File: src/rtl/data_mem_unit.sv
// rtl/data_mem_unit.sv - word-addressed data memory with wait-state request/ack handshake
// Optional macro DMEM_RANGE_CHK_EN adds Mem_err and suppresses out-of-range accesses.
module data_mem_unit #(
  parameter int N     = 16,
  parameter int DEPTH = 256,
  parameter int WAIT  = 2
) (
  input  logic         clk,
  input  logic         rst,
  input  logic         Mem_req,
  input  logic         Mem_we,
  input  logic [N-1:0] Addr,
  input  logic [N-1:0] Data_write,
  output logic [N-1:0] Data_out,
  output logic         Mem_busy,
`ifdef DMEM_RANGE_CHK_EN
  output logic         Mem_err,
`endif
  output logic         Mem_ack
);

  localparam int AW = $clog2(DEPTH);

  typedef enum logic [1:0] {IDLE, WAIT_ST, DONE_ST} state_t;

  state_t         state;
  logic [3:0]     cnt;
  logic           we_q;
  logic [N-1:0]   addr_q;
  logic [N-1:0]   data_q;
  logic [N-1:0]   mem [DEPTH];

  logic           go_done;
  logic           c_we;
  logic [N-1:0]   c_addr;
  logic [N-1:0]   c_data;
  logic [AW-1:0]  c_idx;
  logic           in_range;
  logic           commit;

  // With zero wait states the commit happens on the request edge itself,
  // so the access fields come straight from the inputs instead of the latches.
  always_comb begin
    go_done = 1'b0;
    c_we    = we_q;
    c_addr  = addr_q;
    c_data  = data_q;
    if (state == IDLE) begin
      go_done = Mem_req && (WAIT == 0);
      c_we    = Mem_we;
      c_addr  = Addr;
      c_data  = Data_write;
    end else if (state == WAIT_ST) begin
      go_done = (cnt == 4'd1);
    end
  end

  assign c_idx = c_addr[AW-1:0];

`ifdef DMEM_RANGE_CHK_EN
  localparam logic [N:0] DEPTH_W = (N+1)'(DEPTH);
  assign in_range = ({1'b0, c_addr} < DEPTH_W);
`else
  logic unused_hi;
  assign in_range  = 1'b1;
  assign unused_hi = ^c_addr[N-1:AW];
`endif

  assign commit = go_done && in_range;

  always_ff @(posedge clk) begin
    if (!rst && commit && c_we)
      mem[c_idx] <= c_data;
  end

  always_ff @(posedge clk) begin
    if (rst) begin
      state    <= IDLE;
      cnt      <= 4'd0;
      we_q     <= 1'b0;
      addr_q   <= '0;
      data_q   <= '0;
      Data_out <= '0;
      Mem_busy <= 1'b0;
      Mem_ack  <= 1'b0;
`ifdef DMEM_RANGE_CHK_EN
      Mem_err  <= 1'b0;
`endif
    end else begin
      Mem_ack <= 1'b0;
`ifdef DMEM_RANGE_CHK_EN
      Mem_err <= 1'b0;
`endif
      case (state)
        IDLE: begin
          if (Mem_req) begin
            we_q     <= Mem_we;
            addr_q   <= Addr;
            data_q   <= Data_write;
            cnt      <= 4'(WAIT);
            Mem_busy <= 1'b1;
            state    <= (WAIT == 0) ? DONE_ST : WAIT_ST;
          end
        end
        WAIT_ST: begin
          cnt <= cnt - 4'd1;
          if (cnt == 4'd1)
            state <= DONE_ST;
        end
        DONE_ST: begin
          state    <= IDLE;
          Mem_busy <= 1'b0;
        end
        default: state <= IDLE;
      endcase

      if (go_done) begin
        Mem_ack <= 1'b1;
`ifdef DMEM_RANGE_CHK_EN
        Mem_err <= !in_range;
`endif
      end
      if (commit && !c_we)
        Data_out <= mem[c_idx];
    end
  end

endmodule

File: config.mk
export PLATFORM = sky130hd
export DESIGN_NAME = data_mem_unit
export DESIGN_NICKNAME = d
export VERILOG_FILES = /design/src/rtl/data_mem_unit.sv
export SDC_FILE = /design/constraint.sdc
export NUM_CORES = 2
export LEC_CHECK = 0
export BUFFER_PORTS_ARGS = -buffer_cell sky130_fd_sc_hd__buf_2
export CELL_PAD_IN_SITES_DETAIL_PLACEMENT = 2
export CELL_PAD_IN_SITES_GLOBAL_PLACEMENT = 2
export CORE_MARGIN = 2
export CORE_UTILIZATION = 44
export DETAILED_ROUTE_END_ITERATION = 8
export PLACE_DENSITY = 0.87
export RECOVER_POWER = 100
export SETUP_SLACK_MARGIN = 0.2
export SLEW_MARGIN = 30
export SYNTH_ARGS = -nofsm -noshare
export SYNTH_HDL_FRONTEND = slang
export SYNTH_SLANG_ARGS = --single-unit
export TNS_END_PERCENT = 20
File: constraint.sdc
create_clock -name clk -period 5.4 [get_ports clk]
set_clock_uncertainty 0.05 [all_clocks]
set_input_delay 0.81 -clock clk [delete_from_list [all_inputs] [get_ports clk]]
set_output_delay 0.81 -clock clk [all_outputs]
set_load 0.005 [all_outputs]
==> results of run 1 <==
==> cells in the mapped netlist, drive strengths merged <==
library cell and instances:
a2111oi 2, a211oi 11, a21oi 1079, a221oi 1, a22oi 2049, a311oi 7
a31oi 2, a41oi 34, and2 1, buf 437, clkbuf 226, dfxtp 49
edfxtp 4096, ha 2, inv 6, mux2 1, mux2i 2, nand2 126
nand2b 4, nand3 14, nand3b 6, nand4 23, nor2 260, nor3 41
nor3b 4, nor4 15, o211ai 1, o21a 6, o21ai 8, o21bai 1
o221ai 7, o31a 2, o31ai 4, o41ai 242, or2 1, or3 2
or4 1, or4b 2
==> cells by family after synthesis <==
logic type                 after synthesis  synth area share
DFF                                   4145            0.8101
buffers and inverters                  669           0.02104
adders and majority gates                2         0.0001635
AOI/OAI and AO/OA                     3456            0.1545
and+or+nand+nor                        500           0.01397
muxes                                    3         0.0002044
==> metrics by stage <==
| stage | area [µm²] | hold WS, ns | worst slack, ns | instances |
|---|---|---|---|---|
| 3_3_place_gp | 162500 | 0.3925 | 0.3864 | 13410 |
| 2_1_floorplan | 153100 | 0.3866 | 0.008808 | 8775 |
==> run summary, run 1 <==
The run stopped with a tool error. Row generation in the floorplan step produced about 220 rows. For this configuration, the core starts out at a cell density of 0.4421. The cell count after synthesis came out at 8775. Summed over all instances, the cell type with the most area after synthesis is sky130_fd_sc_hd__edfxtp_1.

The fraction of the yosys area taken by sequential cells is 0.8101. After synthesis the netlist holds a flip-flop and latch count of approximately 4.1k. The vertical die dimension is 593.8 µm. Summed over all nets, the half-perimeter wirelength after detailed placement is 477.8 mm.

For this design the top-level I/O count stands at 54. The net count after synthesis came out at approximately 9k. The number of warning messages in the yosys log came out at 0.

The area of the mapped netlist came out at ~0.15 mm². From left edge to right edge, the die measures 593.8 µm. The failing step is 3_5_place_dp.

The first error in the log reads "[ERROR DPL-0033] detailed placement checks failed during check placement". After synthesis, the netlist uses 46 different library cells. The synthesized area per cell is 17.44 µm². Buffers placed on the I/O ports in this run total between 40 and 50. By area the synthesized netlist is led by sky130_fd_sc_hd__edfxtp_1 80%, sky130_fd_sc_hd__a22oi_1 10%, sky130_fd_sc_hd__a21oi_1 3.5%, sky130_fd_sc_hd__o41ai_1 1.4%, sky130_fd_sc_hd__buf_2 1.1%. The portion of synthesized cell area occupied by the leading cell type came out at 0.8037. The weighted congestion at the end of routability-driven global placement is 0.8567.
==> inputs of run 2 (changes only) <==
- CELL_PAD_IN_SITES_DETAIL_PLACEMENT: 2 -> not set
- CELL_PAD_IN_SITES_GLOBAL_PLACEMENT: 2 -> not set
- CORE_UTILIZATION: 44 -> 40
- PLACE_DENSITY: 0.87 -> not set
- PLACE_DENSITY_LB_ADDON: not set -> 0.15
- SETUP_SLACK_MARGIN: 0.2 -> not set
- clock period: 5.4 -> 7 ns (I/O delays scaled with it)
==> run summary, run 2 <==
Compared with the post-synthesis result, the final layout area differs by 14.35%. The CTS sink count came out at a little over 4k. The count of routing violations after the opening detailed-route iteration came out at 10.69k. The fraction of the yosys area taken by sequential cells is 0.8101 (unchanged). The power per unit of standard cell area is 307.4 mW/mm². The number of fill cells in the layout came out at roughly 33k. For this run, the slowest stage of the critical path takes ~1.6 ns. The number of vias in the routed layout is 86.95k. The number of hold violations in the final report came out at 0. Buffers added to address setup during post-CTS repair amount to 0. The leftover overflow at the end of global routing came out at 0.

The critical path goes through nor2_1 > buf_4 > mux2i_1 > nor3_4 > buf_6 > nand3_2 > clkbuf_1 > nor2_1 > clkbuf_1. For this design, the CTS-stage hold fixing added 0 buffers. The worst-skew pair later-pin latency is 0.99 ns.

The starting density of the core came out at 0.4009 (was 0.4421). The number of distinct library cell variants in the gate-level netlist after synthesis came to 46 (unchanged). The normalized max-slew margin is -0.9812. The analysis attributes to cell leakage a power of 52.66 nW. In this run the most used layer during global routing was met2.

The number of synthesized flops with an enable pin came to 4096 (unchanged). The portion of synthesized cell area occupied by the leading cell type came to 0.8037 (unchanged). The H-tree depth is 5. The global routing usage on met1 came out at 0.3207. The overall die width is 622.6 µm (was 593.8 µm).

The buffer levels on the longest clock path came out at 4. The final routed wirelength across all metal layers is 458.7 mm. The weighted congestion at the end of routability-driven global placement is 0.8105 (was 0.8567). Gates resized during post-CTS repair numbered 0. In the routed design, unresolved DRC markers number 0. At the pin with the least slew margin, the transition time is 2.972 ns.

In this run the clock root is driven by a sky130_fd_sc_hd__clkbuf_16. The synthesized area per cell came out at 17.44 µm² (unchanged). The number of global-route vias before repair is ~85k.

Once detail routing completed, the nets flagged for antenna violations numbered 0. The detailed-routing iteration count for the pre-antenna-repair pass is 6. The checks that failed: capacitance limit, slew limit.

The most used flip-flop cell after synthesis is sky130_fd_sc_hd__edfxtp_1 (unchanged). The die footprint is 0.3876 mm². Leading cell types by total area after synthesis: sky130_fd_sc_hd__edfxtp_1 80%, sky130_fd_sc_hd__a22oi_1 10%, sky130_fd_sc_hd__a21oi_1 3.5%, sky130_fd_sc_hd__o41ai_1 1.4%, sky130_fd_sc_hd__buf_2 1.1% (unchanged). The total power after layout is around 0.054 W. The fraction of layout cells with a size suffix above 1 is 0.1113. The number of input and output port buffers inserted came out at 45 (unchanged). The library cell occupying the most area in the post-synthesis netlist was sky130_fd_sc_hd__edfxtp_1 (unchanged). The classification of the worst setup path is reg -> reg. The worst hold path belongs to the class in -> reg. The total number of placement rows is 227 (was 216). The average detailed-routed wire length per instance is 31.57 µm. For the worst setup path, the data required time is 7.54 ns. Counting flops per register, the top entry is mem. Status: finished with violations (was stopped before the end). The number of warning messages in the yosys log is 0 (unchanged).

The slowest cell on the critical path is sky130_fd_sc_hd__clkbuf_1. The largest fanout on the critical path is 22. The count of buffer and inverter cells on the critical path is 4. The average vias per placed instance came out at 5.984. For this run, the top clock speed supported by timing is 163.3 MHz.

The register bit total from synthesis is 4145 (unchanged). After routing, the total negative slack on setup checks comes to 0 ns. Setup repair after global routing left no endpoint under its margin. The global-route usage over all layers came out at 0.2301.

TritonCTS built the clock tree. The number of max-slew violations in the final report came to 2092. The largest registers in the layout are mem (4096), Data_out (16), data_q (16).

The number of max-cap violations came out at 49. Of the available clock period, the critical path in the final layout requires 0.8746. The number of CTS-inserted buffers came out at 421. At the worst endpoint, the arrival time is 6.66 ns. The synthesized netlist cell count came out at 8775 (unchanged). Broken down by cell family, the worst path's largest delay share belongs to buffers and inverters.

The initial antenna violation count is 27. The worst setup path is captured at a flip-flop. VDD sags by at most 0.2030 mV. The number of flip-flops under the largest register name is 4096. The net count after synthesis came to 8813 (unchanged).

The area of the mapped netlist is 0.1530 mm² (unchanged). The library cells used most frequently in the layout, excluding fill and tap cells, are 4096 x sky130_fd_sc_hd__edfxtp_1, 2049 x sky130_fd_sc_hd__a22oi_1, 1079 x sky130_fd_sc_hd__a21oi_1. The fraction of synthesis flops using an asynchronous set or reset pin was 0 (unchanged). The vertical die dimension came to 622.6 µm (was 593.8 µm). The clock edge transition at the registers on the reported setup and hold paths came out at 0.06 ns. In the global route stage, met2 resource usage came out at 0.3733. The worst setup path is launched from a flip-flop. The detailed placement HPWL came out at 261.0 mm (was 477.8 mm). The number of I/O pins came out at 54 (unchanged). The total number of nets in the final design came out at 9165. The global-route track usage on met3 is 0.03506. The core area is 0.3817 mm².

The wire length of the first global-routing pass is ~640 mm. The most frequent cell after synthesis is sky130_fd_sc_hd__edfxtp_1 (unchanged). Most frequent cells after synthesis: 4096 x sky130_fd_sc_hd__edfxtp_1, 2049 x sky130_fd_sc_hd__a22oi_1, 1079 x sky130_fd_sc_hd__a21oi_1 (unchanged). The time the worst path needs with I/O delays and setup came out at 6.122 ns. Entering global routing, the biggest net connects 177 pins.

The library cell used most frequently in the layout, excluding fill and tap cells, is sky130_fd_sc_hd__edfxtp_1. The number of failing setup endpoints in the final timing report came out at 0.
-- run 2: metrics by stage --
step	utilization	worst slack (ns)	instance area, µm²	hold WS, ns	instances
floorplan	-	1.313	153000	0.3866	8775
global placement	0.4247	1.604	162100	0.3955	13730
detailed placement	0.4261	1.810	162600	0.3972	13740
CTS	0.4613	1.857	176100	0.2041	14500
global route	0.4583	0.8951	175000	0.2523	14510
finish	0.4584	0.8777	175000	0.2659	14530
-- run 2: cells by family (layout without fill, tap and decap cells) --
kind of cell	count (synthesis)	in the layout	synth area share
and+or+nand+nor	500	500	0.01397
DFF	4145	4145	0.8101
buffers and inverters	669	1363	0.02104
other	0	23	0
adders and majority gates	2	2	0.0001635
muxes	3	3	0.0002044
AOI/OAI and AO/OA	3456	3456	0.1545
-- run 2: metal layers --
metal	share of wire	wire, µm	up-vias
met1	0.42	192800	45470
li1	-	-	37390
met2	0.48	219200	3418
met3	0.069	31850	657
met5	0.00016	72	-
met4	0.032	14720	10
-- run 2: worst register-to-register path, delay by kind of cell, from the launching register on --
kind | cells | cell delay [ns]
AND/OR/NAND/NOR | 4 | 2.22
multiplexers | 1 | 0.34
flip-flops | 1 | 0.42
buffers and inverters | 4 | 2.69
-- run 2: area by class of cell --
class / count / area [µm²] / share of cell area
sequential: 4145 / 124000 / 0.7085
antenna: 23 / 57.56 / 0.0003289
inverter: 6 / 22.52 / 0.0001287
multi-input combinational: 3961 / 26780 / 0.1530
clock buffer: 515 / 10970 / 0.06270
clock inverter: 250 / 2480 / 0.01417
tap: 5038 / 6304 / 0.03602
timing repair buffer: 592 / 4409 / 0.02520
-- run 2: path summary, 6_finish.rpt --
| kind | startpoint | endpoint | slack [ns] | cells after the start |
|---|---|---|---|---|
| max | state[1] | mem[255][4] | 0.88 | 9 |
| min | Data_write[6] | data_q[6] | 0.27 | 3 |
| max reg2reg | state[1] | mem[255][4] | 0.88 | 9 |
| min reg2reg | data_q[1] | data_q[1] | 0.40 | 2 |
-- run 2: report_power, final --
part           switching (W)  internal [W]
combinational        0.00304      0.000923
clock                0.00937        0.0128
sequential         0.0000183        0.0277
Power figures use the tool's default switching activity.
